[config.mk]
export PLATFORM = sky130hd
export DESIGN_NAME = cpu_run_ctrl
export DESIGN_NICKNAME = d
export VERILOG_FILES = /design/src/rtl/cpu_run_ctrl.sv
export SDC_FILE = /design/constraint.sdc
export NUM_CORES = 1
export LEC_CHECK = 0
export CAP_MARGIN = 40
export CORE_MARGIN = 3
export CORE_UTILIZATION = 45
export CTS_BUF_LIST = sky130_fd_sc_hd__clkbuf_8
export DETAILED_ROUTE_END_ITERATION = 7
export HOLD_SLACK_MARGIN = 0.1
export PLACE_DENSITY = 0.79
export SLEW_MARGIN = 15
export SYNTH_ARGS = -nofsm -noshare
export SYNTH_HDL_FRONTEND = slang
export SYNTH_SLANG_ARGS = --single-unit
[constraint.sdc]
create_clock -name clk -period 7 [get_ports clk]
set_clock_uncertainty 0.05 [all_clocks]
set_input_delay 1.75 -clock clk [delete_from_list [all_inputs] [get_ports clk]]
set_output_delay 1.75 -clock clk [all_outputs]
set_load 0.02 [all_outputs]
[src/rtl/cpu_run_ctrl.sv]
// Run/step/breakpoint sequencer: turns the board clock into one-cycle CPU clock
// enables, with free-run at a selectable rate, single-step, halt and PC breakpoint.
module cpu_run_ctrl #(
    parameter int unsigned TICK_DIV = 100000000,
    parameter int unsigned CNT_W    = 32
) (
    input  logic             clk,
    input  logic             rst,
    input  logic             run_btn,
    input  logic             step_btn,
    input  logic             halt_btn,
    input  logic [1:0]       rate_sel,
    input  logic             bp_en,
    input  logic [31:0]      bp_addr,
    input  logic [31:0]      pc,
    output logic             cpu_ce,
    output logic             running,
    output logic             bp_hit,
    output logic [CNT_W-1:0] tick_count,
    output logic [1:0]       dbg_state
);

    localparam int unsigned DIV_W = $clog2(TICK_DIV);

    localparam logic [DIV_W-1:0] PM1_FULL    = DIV_W'(TICK_DIV - 1);
    localparam logic [DIV_W-1:0] PM1_QUARTER = DIV_W'(TICK_DIV / 4 - 1);
    localparam logic [DIV_W-1:0] PM1_SIXTEEN = DIV_W'(TICK_DIV / 16 - 1);

    localparam logic [1:0] S_HALT  = 2'd0;
    localparam logic [1:0] S_RUN   = 2'd1;
    localparam logic [1:0] S_STEP  = 2'd2;
    localparam logic [1:0] S_BREAK = 2'd3;

    // Button bit order: [0]=run, [1]=step, [2]=halt.
    logic [2:0] sync0_q;
    logic [2:0] sync1_q;
    logic [2:0] prev_q;
    logic [2:0] ev_q;

    logic             run_ev;
    logic             step_ev;
    logic             halt_ev;

    logic [1:0]       state_q, state_d;
    logic [DIV_W-1:0] div_q, div_d;
    logic             skip_q, skip_d;
    logic             ce_q, ce_d;
    logic             running_q;
    logic             bp_hit_q;
    logic [CNT_W-1:0] count_q;

    logic [DIV_W-1:0] pm1;
    logic             fire;
    logic             bp_match;

    // The edge is registered so an event appears 3 clk after the pin rises.
    always_ff @(posedge clk or posedge rst) begin
        if (rst) begin
            sync0_q <= '0;
            sync1_q <= '0;
            prev_q  <= '0;
            ev_q    <= '0;
        end else begin
            sync0_q <= {halt_btn, step_btn, run_btn};
            sync1_q <= sync0_q;
            prev_q  <= sync1_q;
            ev_q    <= sync1_q & ~prev_q;
        end
    end

    assign run_ev  = ev_q[0];
    assign step_ev = ev_q[1];
    assign halt_ev = ev_q[2];

    always_comb begin
        pm1 = PM1_FULL;
        case (rate_sel)
            2'd0:    pm1 = PM1_FULL;
            2'd1:    pm1 = PM1_QUARTER;
            2'd2:    pm1 = PM1_SIXTEEN;
            default: pm1 = '0;
        endcase
    end

    // >= rather than == so a shortened period fires at once when the divider is already past it.
    assign fire     = (div_q >= pm1);
    assign bp_match = bp_en && (pc == bp_addr);

    always_comb begin
        state_d = state_q;
        div_d   = '0;
        skip_d  = skip_q;
        ce_d    = 1'b0;
        case (state_q)
            S_HALT: begin
                if (!halt_ev && step_ev) begin
                    state_d = S_STEP;
                    ce_d    = 1'b1;
                end else if (!halt_ev && run_ev) begin
                    state_d = S_RUN;
                end
            end
            S_STEP: begin
                state_d = S_HALT;
            end
            S_RUN: begin
                if (halt_ev) begin
                    state_d = S_HALT;
                end else if (fire) begin
                    if (bp_match && !skip_q) begin
                        state_d = S_BREAK;
                    end else begin
                        ce_d   = 1'b1;
                        skip_d = 1'b0;
                    end
                end else begin
                    div_d = div_q + DIV_W'(1);
                end
            end
            S_BREAK: begin
                if (halt_ev) begin
                    state_d = S_HALT;
                end else if (step_ev) begin
                    state_d = S_STEP;
                    ce_d    = 1'b1;
                end else if (run_ev) begin
                    state_d = S_RUN;
                    skip_d  = 1'b1;
                end
            end
            default: begin
                state_d = S_HALT;
            end
        endcase
        if (state_d == S_HALT) begin
            skip_d = 1'b0;
        end
    end

    always_ff @(posedge clk or posedge rst) begin
        if (rst) begin
            state_q   <= S_HALT;
            div_q     <= '0;
            skip_q    <= 1'b0;
            ce_q      <= 1'b0;
            running_q <= 1'b0;
            bp_hit_q  <= 1'b0;
            count_q   <= '0;
        end else begin
            state_q   <= state_d;
            div_q     <= div_d;
            skip_q    <= skip_d;
            ce_q      <= ce_d;
            running_q <= (state_d == S_RUN);
            bp_hit_q  <= (state_d == S_BREAK);
            if (ce_d) begin
                count_q <= count_q + CNT_W'(1);
            end
        end
    end

    assign cpu_ce     = ce_q;
    assign running    = running_q;
    assign bp_hit     = bp_hit_q;
    assign tick_count = count_q;
    assign dbg_state  = state_q;

endmodule

---- After elaboration in Yosys (flattened, before gate mapping) ----
Cells that the tools add are included.
Widths: inputs -> output; s select.
word-level totals
  bits in registers ....................... 77
  latch bits .............................. 0
  bits in writable memories ............... 0
  bits in read-only memories .............. 0
  input port bits ......................... 72
  output and inout port bits .............. 37
  memories ................................ 0
operators by class
  $add $sub $neg .......................... 2
  $mul .................................... 0
  divide/modulo/power cells ............... 0
  $lt $le $gt $ge ......................... 1
  equal/unequal tests ..................... 14
  shift operators ......................... 0
  multiplexer cells ....................... 28
  bitwise gates (word level) .............. 2
  reductions and logical operators ........ 11
operators by type and width
  kind                   count
  $mux 27                3
  $pmux 27 s3            1
  $add 32x1->32 const B  1
  $eq 32x32->1           1
  $add 27x1->27 const B  1
  $ge 27x27->1           1
  $ne 3x3->1 const B     6
  $mux 2                 8
  $mux 1                 13
  $eq 2x2->1 const B     4
  $pmux 2 s4             1
  $reduce_and 7->1       1
  $eq 2x1->1 const B     3
  $logic_not 2->1        3
  $logic_and 1x1->1      4
  $and 3x3->3            1
  $not 3->3              1
  $pmux 1 s3             1
  $reduce_bool 3->1      1
  $logic_not 1->1        2
  $pmux 1 s2             1

---- Longest topological paths before layout ----
  depth after elaboration ................. 10
  mapped depth ............................ 14
  depth with buffers taken out ............ 12

---- Worst setup path before layout ----
Ideal clock, no wire load.
  path kind ............................... input -> register
  start point ............................. input rate_sel[0]
  end point ............................... register count_q[4], in the netlist tick_count[4]
  setup time .............................. 0.130 ns
  arrival time ............................ 4.270 ns
  data required time ...................... 6.820 ns
  path slack .............................. 2.551 ns
  cell stages on the path ................. 14
  cells stage by stage .................... ha_1 -> buf_4 -> buf_2 -> inv_1 -> ha_1 -> or4b_1 -> nand4_1 -> a2111oi_1 -> o32ai_2 -> nor3_2 -> o31ai_4 -> buf_6 -> nand4_1 -> xnor2_1
on the way
  cells in the longest elaborated chain, start to end .. 6
  elaborated cells on any way between the ends .. 8
ends and longest elaborated chain
  item                                line  RTL
  start, declared                     12    input logic [1:0] rate_sel,
  $eq 2x2->1 (tied with other cells)  77    case (rate_sel)
  $pmux 27 s3 *                       77
  $ge 27x27->1 *                      86    assign fire = (div_q >= pm1);
  $mux 1 *                            109   end else if (fire) begin
  $mux 1 *                            107   if (halt_ev) begin
  $pmux 1 s3 *                        94    case (state_q)
  end signal, assigned                157   count_q <= count_q + CNT_W'(1);
  end, declared                       50    logic [CNT_W-1:0] count_q;
Every way passes the cells marked *; elsewhere a longest branch is shown, timed or not.
A chain may end at the register's enable or synchronous reset.

---- Final worst setup path ----
  start point ............................. input rate_sel[1]
  end point ............................... register count_q[1], in the netlist tick_count[1]
Same word-level chain as after synthesis.

==> impl_summary.log <==
INFO  metric gp_congestion = 0.856
INFO  metric worst_pin_slew = 0.859 ns
INFO  metric setup_repair_after_global_routing_missed_its_margin = false
INFO  metric wire_per_inst = 14.7 µm
INFO  metric worst_setup_path_startpoint = rate_sel[1]
INFO  metric static-leakage-power = 0.00236 µW
INFO  metric report.final.slew_viol_count = 0
INFO  metric regToRegStartpoint = div_q[24]
INFO  metric fin_area = 5780 µm²
INFO  metric drt_first_iter_violations = 96
INFO  metric post_drt_via_cell_ratio = 5.18
INFO  metric drt_wl_total = 9950 µm
INFO  metric ir_worst_vdd = 0.000237 V
INFO  metric diodes = 0
INFO  metric fillerInstances = 804
INFO  metric clockRootBuffer = clkbuf_8
INFO  metric crit_path_start_kind = primary input
INFO  metric dieArea = 11000 µm²
INFO  metric floorplan.die.height = 105 µm
INFO  metric fin_ws = 1.39 ns
INFO  metric synth-edff-count = 0
INFO  metric critPathKind = primary input to flop
INFO  metric worst_setup_slack_post_dpl = 1.03 ns
INFO  metric worst-endpoint-arrival = 5.81 ns
INFO  metric crit_path_end_kind = flop
INFO  metric syn_avg_cell_area = 10.1 µm²
INFO  metric hpwl = 7600 µm
INFO  metric ff2ff_path_depth = 9
INFO  metric grt_first_pass_wirelength = 17000 µm
INFO  metric synth.lib_cells_used.distinct = 48
INFO  metric area_growth = 31.0%
INFO  metric setup_viol = 0
INFO  metric placementRows = 35
INFO  metric coreArea = 9370 µm²
INFO  metric drive_above_1_share = 4.19%
INFO  metric slew-limit-headroom = 42.6%
INFO  metric worst_hold_path_type = flop to flop
INFO  metric route.antenna.remaining_nets = 0
INFO  metric worst_r2r_endpoint = tick_count[1]
INFO  metric hold-worst-slack = 0.304 ns
INFO  metric grt_pass1_vias = 3589
INFO  metric finalWorstPathRequiredPeriod = 5.61 ns
INFO  metric grt_max_degree = 53
INFO  metric insertion_delay = 0.36 ns
INFO  metric timing.final.crit_share = 80.1%
INFO  metric setup.worst_path.end = tick_count[1]
INFO  metric dr.pass1.iters = 4
INFO  metric syn_area = 4410 µm²
INFO  metric seq_area_frac_synth = 43.7%
INFO  metric cts.htree.levels = 3
INFO  metric ys.flop_type = dfrtp_1
INFO  metric initial_core_util = 47.1%
INFO  metric track_usage = 18.6%
INFO  metric drc = 0
INFO  metric die_width = 105 µm
INFO  metric rrSetupSlack = 3.81 ns
INFO  metric placement.cell_area = 5610 µm²
INFO  metric cts_max_path_buffers = 2
INFO  metric grt-ovfl-total = 0
INFO  metric pwr_density = 179 nW/µm²
INFO  metric post_cts_hold_buffer_count = 0
INFO  metric syn_inst = 439
INFO  metric required_time_reported_for_the_critical_path_endpoint = 7.20 ns
INFO  metric critical_path_peak_fanout = 22
INFO  metric port_buffers = 108
INFO  metric finalHoldViolCount = 0
INFO  metric cts.repair.resized = 0
INFO  metric via_count = 3509
INFO  metric synth-async-reset-ratio = 100%
INFO  metric post-cts-setup-buffer-count = 0
INFO  metric ys_seq_elements = 77
INFO  metric total_negative_slack_for_setup_checks = 0 ns
INFO  metric max_freq = 178 MHz
INFO  metric clock_sinks = 77
INFO  metric final_standard_cell_utilization_of_the_core = 61.7%
INFO  metric outcome = completed
INFO  metric postSynthNetCount = 534
INFO  metric yosys_warnings = 0
INFO  metric pin_count = 109
INFO  metric number_of_antenna_violations_at_the_first_check_in_global_routing = 0
INFO  metric cts_made_buffers = 9
INFO  metric worst_setup_hold_path_clk_slew = 0.09 ns
INFO  metric design.final.nets = 639
INFO  metric maxCapViolations = 0
INFO  metric cts_tree = built
==> synth_stat cells, types with 2 or more instances <==
library cell / number / area [µm²]
a21oi_1: 8 / 40.0
a31oi_1: 2 / 12.5
and2_1: 7 / 43.8
and3_1: 16 / 100
and4_1: 8 / 70.1
buf_2: 2 / 10.0
buf_6: 3 / 33.8
clkbuf_1: 10 / 37.5
dfrtp_1: 77 / 1930
ha_1: 23 / 288
inv_1: 14 / 52.6
mux2i_1: 3 / 30.0
nand2_1: 21 / 78.8
nand2b_1: 7 / 43.8
nand3_1: 31 / 155
nand3b_1: 2 / 15.0
nand4_1: 27 / 169
nand4b_1: 2 / 17.5
nor2_1: 40 / 150
nor2b_1: 6 / 37.5
nor3_1: 7 / 35.0
nor4_1: 3 / 18.8
o211ai_1: 2 / 15.0
o21ai_0: 3 / 15.0
o22ai_1: 3 / 18.8
xnor2_1: 70 / 613
xor2_1: 21 / 184
==> critical path, stage by stage <==
cell	delay (ns)
clkdlybuf4s50_1	0.67
ha_1	0.70
inv_1	0.11
ha_1	0.21
or4b_1	0.47
nand4_1	0.11
a2111oi_1	0.09
o32ai_2	0.27
nor3_2	0.12
o31ai_4	0.60
buf_4	0.34
mux2_2	0.35
==> layer usage <==
| layer | wire length [µm] | global-route usage, % | up-vias |
|---|---|---|---|
| met2 | 5130 | 32.4 | 58 |
| met1 | 4300 | 23.1 | 1709 |
| li1 | - | - | 1734 |
| met5 | 0 | 0 | - |
| met4 | 67 | 3.84 | 0 |
| met3 | 455 | 5.13 | 8 |
==> how the worst min path moves through the flow <==
| stage | startpoint | endpoint | depth (start not counted) |
|---|---|---|---|
| finish | sync0_q[0] | sync1_q[0] | 0 |
| global route | sync0_q[0] | sync1_q[0] | 0 |
| CTS | sync0_q[0] | sync1_q[0] | 0 |
| detailed placement | sync0_q[0] | sync1_q[0] | 0 |
| global placement | sync0_q[1] | sync1_q[1] | 0 |
| floorplan | sync0_q[0] | sync1_q[0] | 0 |
==> final cells by class <==
| type | count | area, µm² | share of cell area (%) |
|---|---|---|---|
| repair buffers | 111 | 1120 | 19.4 |
| multi-input cells | 331 | 2340 | 40.5 |
| well taps | 129 | 161 | 2.79 |
| clock inverters | 7 | 50.0 | 0.866 |
| inverters | 14 | 52.6 | 0.909 |
| clock buffers | 9 | 124 | 2.14 |
| flip-flops and latches | 77 | 1930 | 33.3 |
==> state kept, by name (all words and copies together) (netlist names), 2 cells and up <==
register	cells
ev_q	3
div_q	27
sync1_q	3
sync0_q	3
prev_q	3
dbg_state	2
tick_count	32
==> per-stage QoR <==
stage               std cells  total power, µW
floorplan                 439              634
global placement          661              735
detailed placement        662              745
CTS                       678             1040
global route              678             1090
finish                    678             1030
==> cell usage in the layout (no fill, tap or decap), drive strengths merged, types with 8 or more instances in the layout <==
master	count
clkdlybuf4s50	108
dfrtp	77
xnor2	70
nor2	40
nand3	31
nand4	27
ha	23
xor2	21
nand2	21
inv	17
and3	16
clkbuf	9
a21oi	8
and4	8
nor3	8
==> where the power goes <==
part           internal, µW  switching [µW]
Combinational           113             124
Clock                   130             169
Sequential              469            30.4
Total                   711             323
==> logic make-up after synthesis <==
logic type,share of synthesized area (%)
and+or+nand+nor,22.6
buffers and inverters,3.29
muxes,0.936
AOI/OAI and AO/OA,4.91
adders and majority gates,6.52
xor gates and xnor gates,18.1
DFF,43.7
Power figures use the tool's default switching activity.
